$ cat src/rtl/siso_stream_ctrl.sv
// siso_stream_ctrl: serialises one word into an external free-running SISO
// buffer, LSB first, and reassembles the returned bits into an output word.
// Exactly one word is in flight at a time; a valid delay line tracks which
// buffer outputs carry launched bits so stale buffer contents are ignored.
module siso_stream_ctrl #(
  parameter int WORD_W  = 32,
  parameter int LATENCY = 2,
  parameter int CNT_W   = 16
) (
  input  logic              clk,
  input  logic              rst,
  input  logic              clear,
  input  logic              s_valid,
  output logic              s_ready,
  input  logic [WORD_W-1:0] s_data,
  output logic              ser_out,
  input  logic              ser_in,
  output logic              m_valid,
  input  logic              m_ready,
  output logic [WORD_W-1:0] m_data,
  output logic              busy,
  output logic [CNT_W-1:0]  word_count
);

  localparam int BIT_W = (WORD_W > 1) ? $clog2(WORD_W) : 1;
  localparam int RX_W  = $clog2(WORD_W + 1);

  typedef enum logic [1:0] {IDLE, TX, FLUSH, DONE} state_t;

  state_t            state;
  state_t            state_next;
  logic [BIT_W-1:0]  bit_cnt;
  logic [RX_W-1:0]   rx_cnt;
  logic [WORD_W-1:0] tx_word;
  logic [WORD_W-1:0] rx_word;
  logic [WORD_W-1:0] rx_shifted;
  logic [LATENCY-1:0] vld_pipe;

  logic accept;
  logic launch;
  logic tap;
  logic last_bit;
  logic last_capture;
  logic handshake;

  // The launch signal is the first position of the delay line; vld_pipe adds
  // LATENCY registered positions so its top bit lines up with ser_in.
  assign accept       = s_valid & s_ready;
  assign launch       = (state == TX);
  assign tap          = vld_pipe[LATENCY-1];
  assign last_bit     = (bit_cnt == BIT_W'(WORD_W - 1));
  assign last_capture = tap && (rx_cnt == RX_W'(WORD_W - 1));
  assign handshake    = (state == DONE) && m_valid && m_ready;
  assign rx_shifted   = {ser_in, rx_word[WORD_W-1:1]};

  // State register; clear aborts back to IDLE from anywhere
  always_ff @(posedge clk or negedge rst) begin
    if (!rst)       state <= IDLE;
    else if (clear) state <= IDLE;
    else            state <= state_next;
  end

  // Next-state logic
  always_comb begin
    state_next = state;
    case (state)
      IDLE:    if (accept)       state_next = TX;
      TX:      if (last_bit)     state_next = FLUSH;
      FLUSH:   if (last_capture) state_next = DONE;
      DONE:    if (handshake)    state_next = IDLE;
      default: state_next = IDLE;
    endcase
  end

  // Moore-style outputs; s_ready is also gated by reset and clear
  always_comb begin
    s_ready = rst && !clear && (state == IDLE);
    busy    = (state != IDLE);
    ser_out = launch ? tx_word[bit_cnt] : 1'b0;
  end

  // Transmit side: latch the accepted word and walk the bit index
  always_ff @(posedge clk or negedge rst) begin
    if (!rst) begin
      tx_word <= '0;
      bit_cnt <= '0;
    end else if (clear) begin
      tx_word <= '0;
      bit_cnt <= '0;
    end else if (accept) begin
      tx_word <= s_data;
      bit_cnt <= '0;
    end else if (launch) begin
      bit_cnt <= last_bit ? '0 : bit_cnt + 1'b1;
    end
  end

  // Valid delay line mirroring the buffer's fixed latency
  generate
    for (genvar gi = 0; gi < LATENCY; gi++) begin : g_vld
      // One stage of the launched-bit tracker
      always_ff @(posedge clk or negedge rst) begin
        if (!rst)       vld_pipe[gi] <= 1'b0;
        else if (clear) vld_pipe[gi] <= 1'b0;
        else if (gi == 0) vld_pipe[gi] <= launch;
        else            vld_pipe[gi] <= vld_pipe[(gi > 0) ? gi - 1 : 0];
      end
    end
  endgenerate

  // Receive side: capture only tracked bits, shift right so bit 0 ends at LSB
  always_ff @(posedge clk or negedge rst) begin
    if (!rst) begin
      rx_word <= '0;
      rx_cnt  <= '0;
      m_data  <= '0;
      m_valid <= 1'b0;
    end else if (clear) begin
      rx_word <= '0;
      rx_cnt  <= '0;
      m_data  <= '0;
      m_valid <= 1'b0;
    end else begin
      if (tap) begin
        if (last_capture) begin
          rx_word <= '0;
          rx_cnt  <= '0;
          m_data  <= rx_shifted;
          m_valid <= 1'b1;
        end else begin
          rx_word <= rx_shifted;
          rx_cnt  <= rx_cnt + 1'b1;
        end
      end
      if (handshake) m_valid <= 1'b0;
    end
  end

  // Completed-handshake counter; wraps naturally, survives clear
  always_ff @(posedge clk or negedge rst) begin
    if (!rst)                     word_count <= '0;
    else if (!clear && handshake) word_count <= word_count + 1'b1;
  end

endmodule

$ cat config.mk
export PLATFORM = sky130hd
export DESIGN_NAME = siso_stream_ctrl
export DESIGN_NICKNAME = d
export VERILOG_FILES = /design/src/rtl/siso_stream_ctrl.sv
export SDC_FILE = /design/constraint.sdc
export NUM_CORES = 1
export LEC_CHECK = 0
export BUFFER_PORTS_ARGS = -buffer_cell sky130_fd_sc_hd__buf_2
export CAP_MARGIN = 0
export CORE_MARGIN = 3
export CORE_UTILIZATION = 35
export CTS_CLUSTER_SIZE = 8
export DETAILED_ROUTE_END_ITERATION = 8
export HOLD_SLACK_MARGIN = 0.03
export PLACE_DENSITY = 0.58
export SETUP_SLACK_MARGIN = 0.05
export SYNTH_ARGS = -nofsm -noshare
export SYNTH_HDL_FRONTEND = slang
export SYNTH_SLANG_ARGS = --single-unit
$ cat constraint.sdc
create_clock -name clk -period 2.6 [get_ports clk]
set_clock_uncertainty 0.15 [all_clocks]
set_input_delay 0.39 -clock clk [delete_from_list [all_inputs] [get_ports clk]]
set_output_delay 0.39 -clock clk [all_outputs]
set_load 0.01 [all_outputs]
==> flow_summary.yaml, run 1 <==
status:
  status: "finished, violations left"
  violations: "setup timing"
global_routing:
  gr-total-overflow: 0
  grt.busiest_layer: "met2"
  gr-usage-met3: 0.0400
  grt_pass1_vias: 4370
  antenna_found_initial: 0
  grt_pass1_wl_mm: 21.3
  grtUsageMet1: 0.199
  grt_start_max_net_pins: 73
  grt_usage: 0.147
  use_met2: 0.229
critical_path:
  rrSetupSlack_ns: 0.37
  worstPathMaxFanout: 3
  startpoint_type: "register"
  critical_path_arrival_ns: 2.18
  critPathMaxStageDelay_ns: 0.49
  crit_chain: "buf_4, mux4_2, nor2b_2, a2111oi_4, and4b_1, buf_2"
  r2r_start: "bit_cnt[0]"
  worstRegToRegCells: 9
  crit_path_end_kind: "output pin"
  r2r_end: "state[0]"
  crit_slowest_cell: "mux4_2"
  critPathKind: "reg -> out"
  cp.required_ns: 2.06
routing:
  drt_iter0_markers: 247
  drc_errors: 0
  wl_per_cell_um: 13.9
  ant_nets: 0
  avgViaCountPerCell: 4.88
  vias: 4355
  drt_wl_total_mm: 12.4
  first_pass_iters: 4
pwr:
  comb_power_share: 0.116
  ir_worst_vdd_mv: 0.485
  p_sw_frac: 0.230
  power.density_nw_per_um2: 788
  p_seq_frac: 0.375
  p_switching_mw: 1.29
  p_int_mw: 4.33
  p_clk_frac: 0.509
  p_leak_nw: 3.24
placed_design:
  io_buffers: 89
  place.detailed.hpwl_mm: 7.88
  gp_congestion: 0.775
clocking:
  cts_buffer_depth: 2
  root_buffer: "clkbuf_16"
  numCtsBuffers: 17
  clk_pin_slew_worst_paths_ns: 0.06
  ctsHtreeMaxLevel: 4
  cts_tree: "done"
  cts.sinks: 127
  worstSkewPairLatency_ns: 0.41
hold_path:
  whs_endpoint: "m_valid"
  hold_start: "m_ready"
  hold_path_depth: 2
  hold_class: "in -> reg"
synth:
  seq_area_frac_synth: 0.560
  synth_warnings: 0
  synth_edf_count: 0
  syn-num-nets: 630
  ys_async_sr_fraction: 1.00
  syn-cell-area_um2: 5670
  ys.flop_type: "dfrtp_1"
  synthCells: 584
  synth-seq-cells: 127
  syn_avg_cell_area_um2: 9.71
  netlist-cell-type-count: 41
finish:
  area_growth_pct: 25.6
  nets: 715
  drive_gt1_frac: 0.230
  final_cell_mix: "nand2_1, dfrtp_1, a21oi_1"
  layout_commonest_cell: "nand2_1"
  fillers: 1486
  n_antenna_cell: 0
job:
  cap_violations: 0
sta:
  setup_slack_ns: -0.116
  slew_headroom: 0.390
  fin_crit_ns: 2.72
  slew_violations: 0
  finalCritPeriodShare: 1.04
  worstMarginPinSlew_ns: 0.915
  rsz0062_at_grt: "true"
  tns_ns: -0.116
  hold_violations: 0
  fin_hold_ws_ns: 0.0591
  setup-violations-final: 1
  timing.fmax_mhz: 368
floorplan:
  io_pins: 90
  die-area_um2: 17800
  core_um2: 15500
  die-height_um: 133
  start_util: 0.365
  die_x_um: 133
  num_rows: 45
how the worst max path moves through the flow:
stage / from / cells after the start / slack [ns] / to
3_3_place_gp: bit_cnt[0] / 5 / 0.21 / ser_out
3_5_place_dp: bit_cnt[0] / 6 / 0.18 / ser_out
5_1_grt: bit_cnt[0] / 6 / -0.25 / ser_out
2_1_floorplan: bit_cnt[0] / 4 / 0.41 / ser_out
6_report: bit_cnt[0] / 6 / -0.12 / ser_out
4_1_cts: bit_cnt[0] / 5 / -0.15 / ser_out
through the flow:
step                area (um^2)   util  setup slack (ns)  instances  total power [mW]
detailed placement         6340  0.408             0.177        855              2.74
floorplan                  5670      -             0.408        584              2.54
finish                     7120  0.458            -0.116        893              5.62
CTS                        7110  0.457            -0.152        892              5.67
global route               7120  0.458            -0.247        893              5.86
global placement           6340  0.408             0.213        855              2.71
cells in the mapped netlist (all sizes together) (2+ instances only):
cell,instances,area [um^2]
and4b,2,20.0
and3,4,26.3
dfrtp,127,3180
a21oi,97,485
a22oi,2,15.0
nand3,39,195
mux2i,6,60.1
nor2,11,41.3
inv,6,22.5
ha,8,100
mux4,7,165
o21ai,3,15.0
xor2,11,96.3
xnor2,9,78.8
nand4,4,31.3
clkbuf,36,135
nand2b,32,200
buf,6,32.5
nor2b,6,37.5
mux2,3,33.8
nand2,137,514
nor3,15,80.1
logic make-up after synthesis:
logic type / synth area share
buffers and inverters: 0.0335
XOR/XNOR: 0.0309
adder cells (fa/ha/maj): 0.0176
AND/OR/NAND/NOR: 0.208
multiplexers: 0.0457
AO/OA/AOI/OAI: 0.103
flip-flops: 0.560
per-layer routing:
layer  up-vias  wire length (um)  part of all wire
met1      2110              5970              0.48
met4         0               182             0.015
met5         -                 0                 0
met2        91              5760              0.46
li1       2139                 -                 -
met3        15               500             0.040
layout make-up:
class | count | area (um^2) | share of cell area
clock buffers | 17 | 425 | 0.0597
inverters | 6 | 22.5 | 0.00316
well taps | 211 | 264 | 0.0371
clock inverters | 15 | 289 | 0.0406
flip-flops and latches | 127 | 3180 | 0.446
multi-input cells | 409 | 2320 | 0.326
repair buffers | 108 | 619 | 0.0869
power groups by stage:
stage / logic, mW / clock network [mW] / registers (mW)
after floorplan: 0.410 / 0 / 2.13
after global placement: 0.571 / 0 / 2.14
after detailed placement: 0.594 / 0 / 2.14
after CTS: 0.644 / 2.92 / 2.11
after global routing: 0.734 / 3.01 / 2.12
final: 0.653 / 2.86 / 2.11
sequential cells by signal, summed over array words and instances, names as in the netlist:
register / cells
bit_cnt: 5
rx_cnt: 6
word_count: 16
state: 2
rx_word: 31
tap: 1
tx_word: 32
m_valid: 1
vld_pipe: 1
m_data: 32
worst max-delay path, delay by kind of cell, from the launching register on:
family / cells / cell delay [ns]
buffers and inverters: 2 / 0.27
AO/OA/AOI/OAI: 1 / 0.19
multiplexers: 1 / 0.49
AND/OR/NAND/NOR: 2 / 0.42
flip-flops: 1 / 0.39
repair_timing:
item                       in CTS  in global routing
pin swaps                       1                  2
setup endpoints to repair       1                  2
hold endpoints to repair       55                  0
resized for setup               5                  2
hold buffers                    1                  0
cloned                          0                  0
setup buffers                   4                  1
Power figures use the tool's default switching activity.
==> run 2, diff against run 1 <==
--- a/config.mk
+++ b/config.mk
@@ -9,6 +9,7 @@
 export CAP_MARGIN = 0
 export CORE_MARGIN = 3
 export CORE_UTILIZATION = 35
+export CTS_BUF_LIST = sky130_fd_sc_hd__clkbuf_4
 export CTS_CLUSTER_SIZE = 8
 export DETAILED_ROUTE_END_ITERATION = 8
 export HOLD_SLACK_MARGIN = 0.03
==> flow_summary.yaml, run 2 (synthesis gave the netlist of run 1 again) <==
critical_path:
  rrSetupSlack_ns: 0.36
  cp.required_ns: 2.06
  startpoint_type: "register"
  worstRegToRegCells: 9
  crit_path_end_kind: "output pin"
  r2r_end: "state[0]"
  worstPathMaxFanout: 3
  critical_path_arrival_ns: 2.32
  r2r_start: "bit_cnt[0]"
  critPathKind: "reg -> out"
sta:
  finalCritPeriodShare: 1.10
  fin_crit_ns: 2.86
  setup_slack_ns: -0.255
  hold_violations: 0
  worstMarginPinSlew_ns: 0.920
  slew_violations: 0
  slew_headroom: 0.387
  timing.fmax_mhz: 350
  setup-violations-final: 1
  tns_ns: -0.255
  rsz0062_at_grt: "true"
  fin_hold_ws_ns: 0.208
placed_design:
  io_buffers: 89
  placed_cell_area_um2: 6340
  place.detailed.hpwl_mm: 7.88
  place_ws_ns: 0.177
  gp_congestion: 0.775
  place_inst: 855
finish:
  final_area_um2: 7170
  top_regs: "m_data x32, tx_word x32, rx_word x31"
  area_growth_pct: 26.5
  fillers: 1484
  layout_commonest_cell: "nand2_1"
  final_cell_mix: "nand2_1, dfrtp_1, a21oi_1"
  final_util: 0.462
  final_cells: 929
  nets: 749
  drive_gt1_frac: 0.218
floorplan:
  die-height_um: 133
  start_util: 0.365
  die_x_um: 133
  num_rows: 45
  core_um2: 15500
  io_pins: 90
  die-area_um2: 17800
clocking:
  ctsHtreeMaxLevel: 4
  clk_pin_slew_worst_paths_ns: 0.11
  cts_buffer_depth: 2
  root_buffer: "clkbuf_4"
  numCtsBuffers: 17
  cts.sinks: 127
  cts_tree: "done"
  worstSkewPairLatency_ns: 0.53
routing:
  ant_nets: 0
  first_pass_iters: 5
  drc_errors: 0
  wl_per_cell_um: 13.8
  drt_iter0_markers: 256
  drt_wl_total_mm: 12.8
  avgViaCountPerCell: 4.90
  vias: 4555
pwr:
  p_clk_frac: 0.404
  p_switching_mw: 1.17
  ir_worst_vdd_mv: 0.277
  total_power_mw: 4.68
  p_int_mw: 3.51
  p_leak_nw: 3.25
  p_seq_frac: 0.449
  power.density_nw_per_um2: 653
  comb_power_share: 0.146
  p_sw_frac: 0.251
global_routing:
  antenna_found_initial: 1
  gr-total-overflow: 0
  grt_start_max_net_pins: 73
  grt_pass1_wl_mm: 22.0
  grt_pass1_vias: 4534
  grt_usage: 0.151
status:
  violations: "setup timing"
  status: "finished, violations left"
hold_path:
  hold_path_depth: 5
  hold_start: "s_valid"
  whs_endpoint: "state[1]"
  hold_class: "in -> reg"
job:
  cap_violations: 0
run 2: changes by cell type in the layout (fill, tap and decap cells not counted):
cell and delta:
diode_2 +2, clkbuf_16 -17, dlygate4sd3_1 +35, buf_4 -1, clkbuf_4 +17
run 2: timing repair:
action | 4_1_cts | 5_1_grt
pin swaps | 1 | 2
resized for setup | 5 | 2
endpoints found under the hold margin | 162 | 0
hold buffers | 36 | 0
endpoints found under the setup margin | 1 | 2
buffers inserted | 4 | 0
run 2: final cells by class:
class	instances	area [um^2]	area share
Timing Repair Buffer	142	962	0.134
Clock buffer	17	128	0.0178
Multi-Input combinational cell	409	2320	0.324
Antenna cell	2	5.00	0.000698
Inverter	6	22.5	0.00314
Tap cell	211	264	0.0368
Clock inverter	15	289	0.0403
Sequential cell	127	3180	0.443
run 2: worst max-delay path by stage:
stage	end	startpoint	slack, ns	cells past startpoint
floorplan	ser_out	bit_cnt[0]	0.41	4
global placement	ser_out	bit_cnt[0]	0.21	5
detailed placement	ser_out	bit_cnt[0]	0.18	6
CTS	ser_out	bit_cnt[0]	-0.33	5
global route	ser_out	bit_cnt[0]	-0.44	7
finish	ser_out	bit_cnt[0]	-0.26	5
run 2: layer usage:
metal  global-route usage  vias up  part of all wire
met5                    0        -                 0
met4               0.0691        0             0.024
met3               0.0378       24             0.041
met2                0.236      114              0.47
met1                0.199     2199              0.47
li1                     -     2218                 -
run 2: worst max-delay path: stages (launching register included):
cell	delay [ns]
dfrtp_1	0.42
buf_4	0.14
mux4_2	0.52
a2111oi_4	0.34
and4b_1	0.23
buf_2	0.14
run 2: power groups by stage:
stage	clock network, mW	logic, mW	registers [mW]
finish	1.89	0.686	2.10
global route	2.04	0.766	2.12
CTS	1.96	0.683	2.10
detailed placement	0	0.594	2.14
global placement	0	0.571	2.14
floorplan	0	0.410	2.13
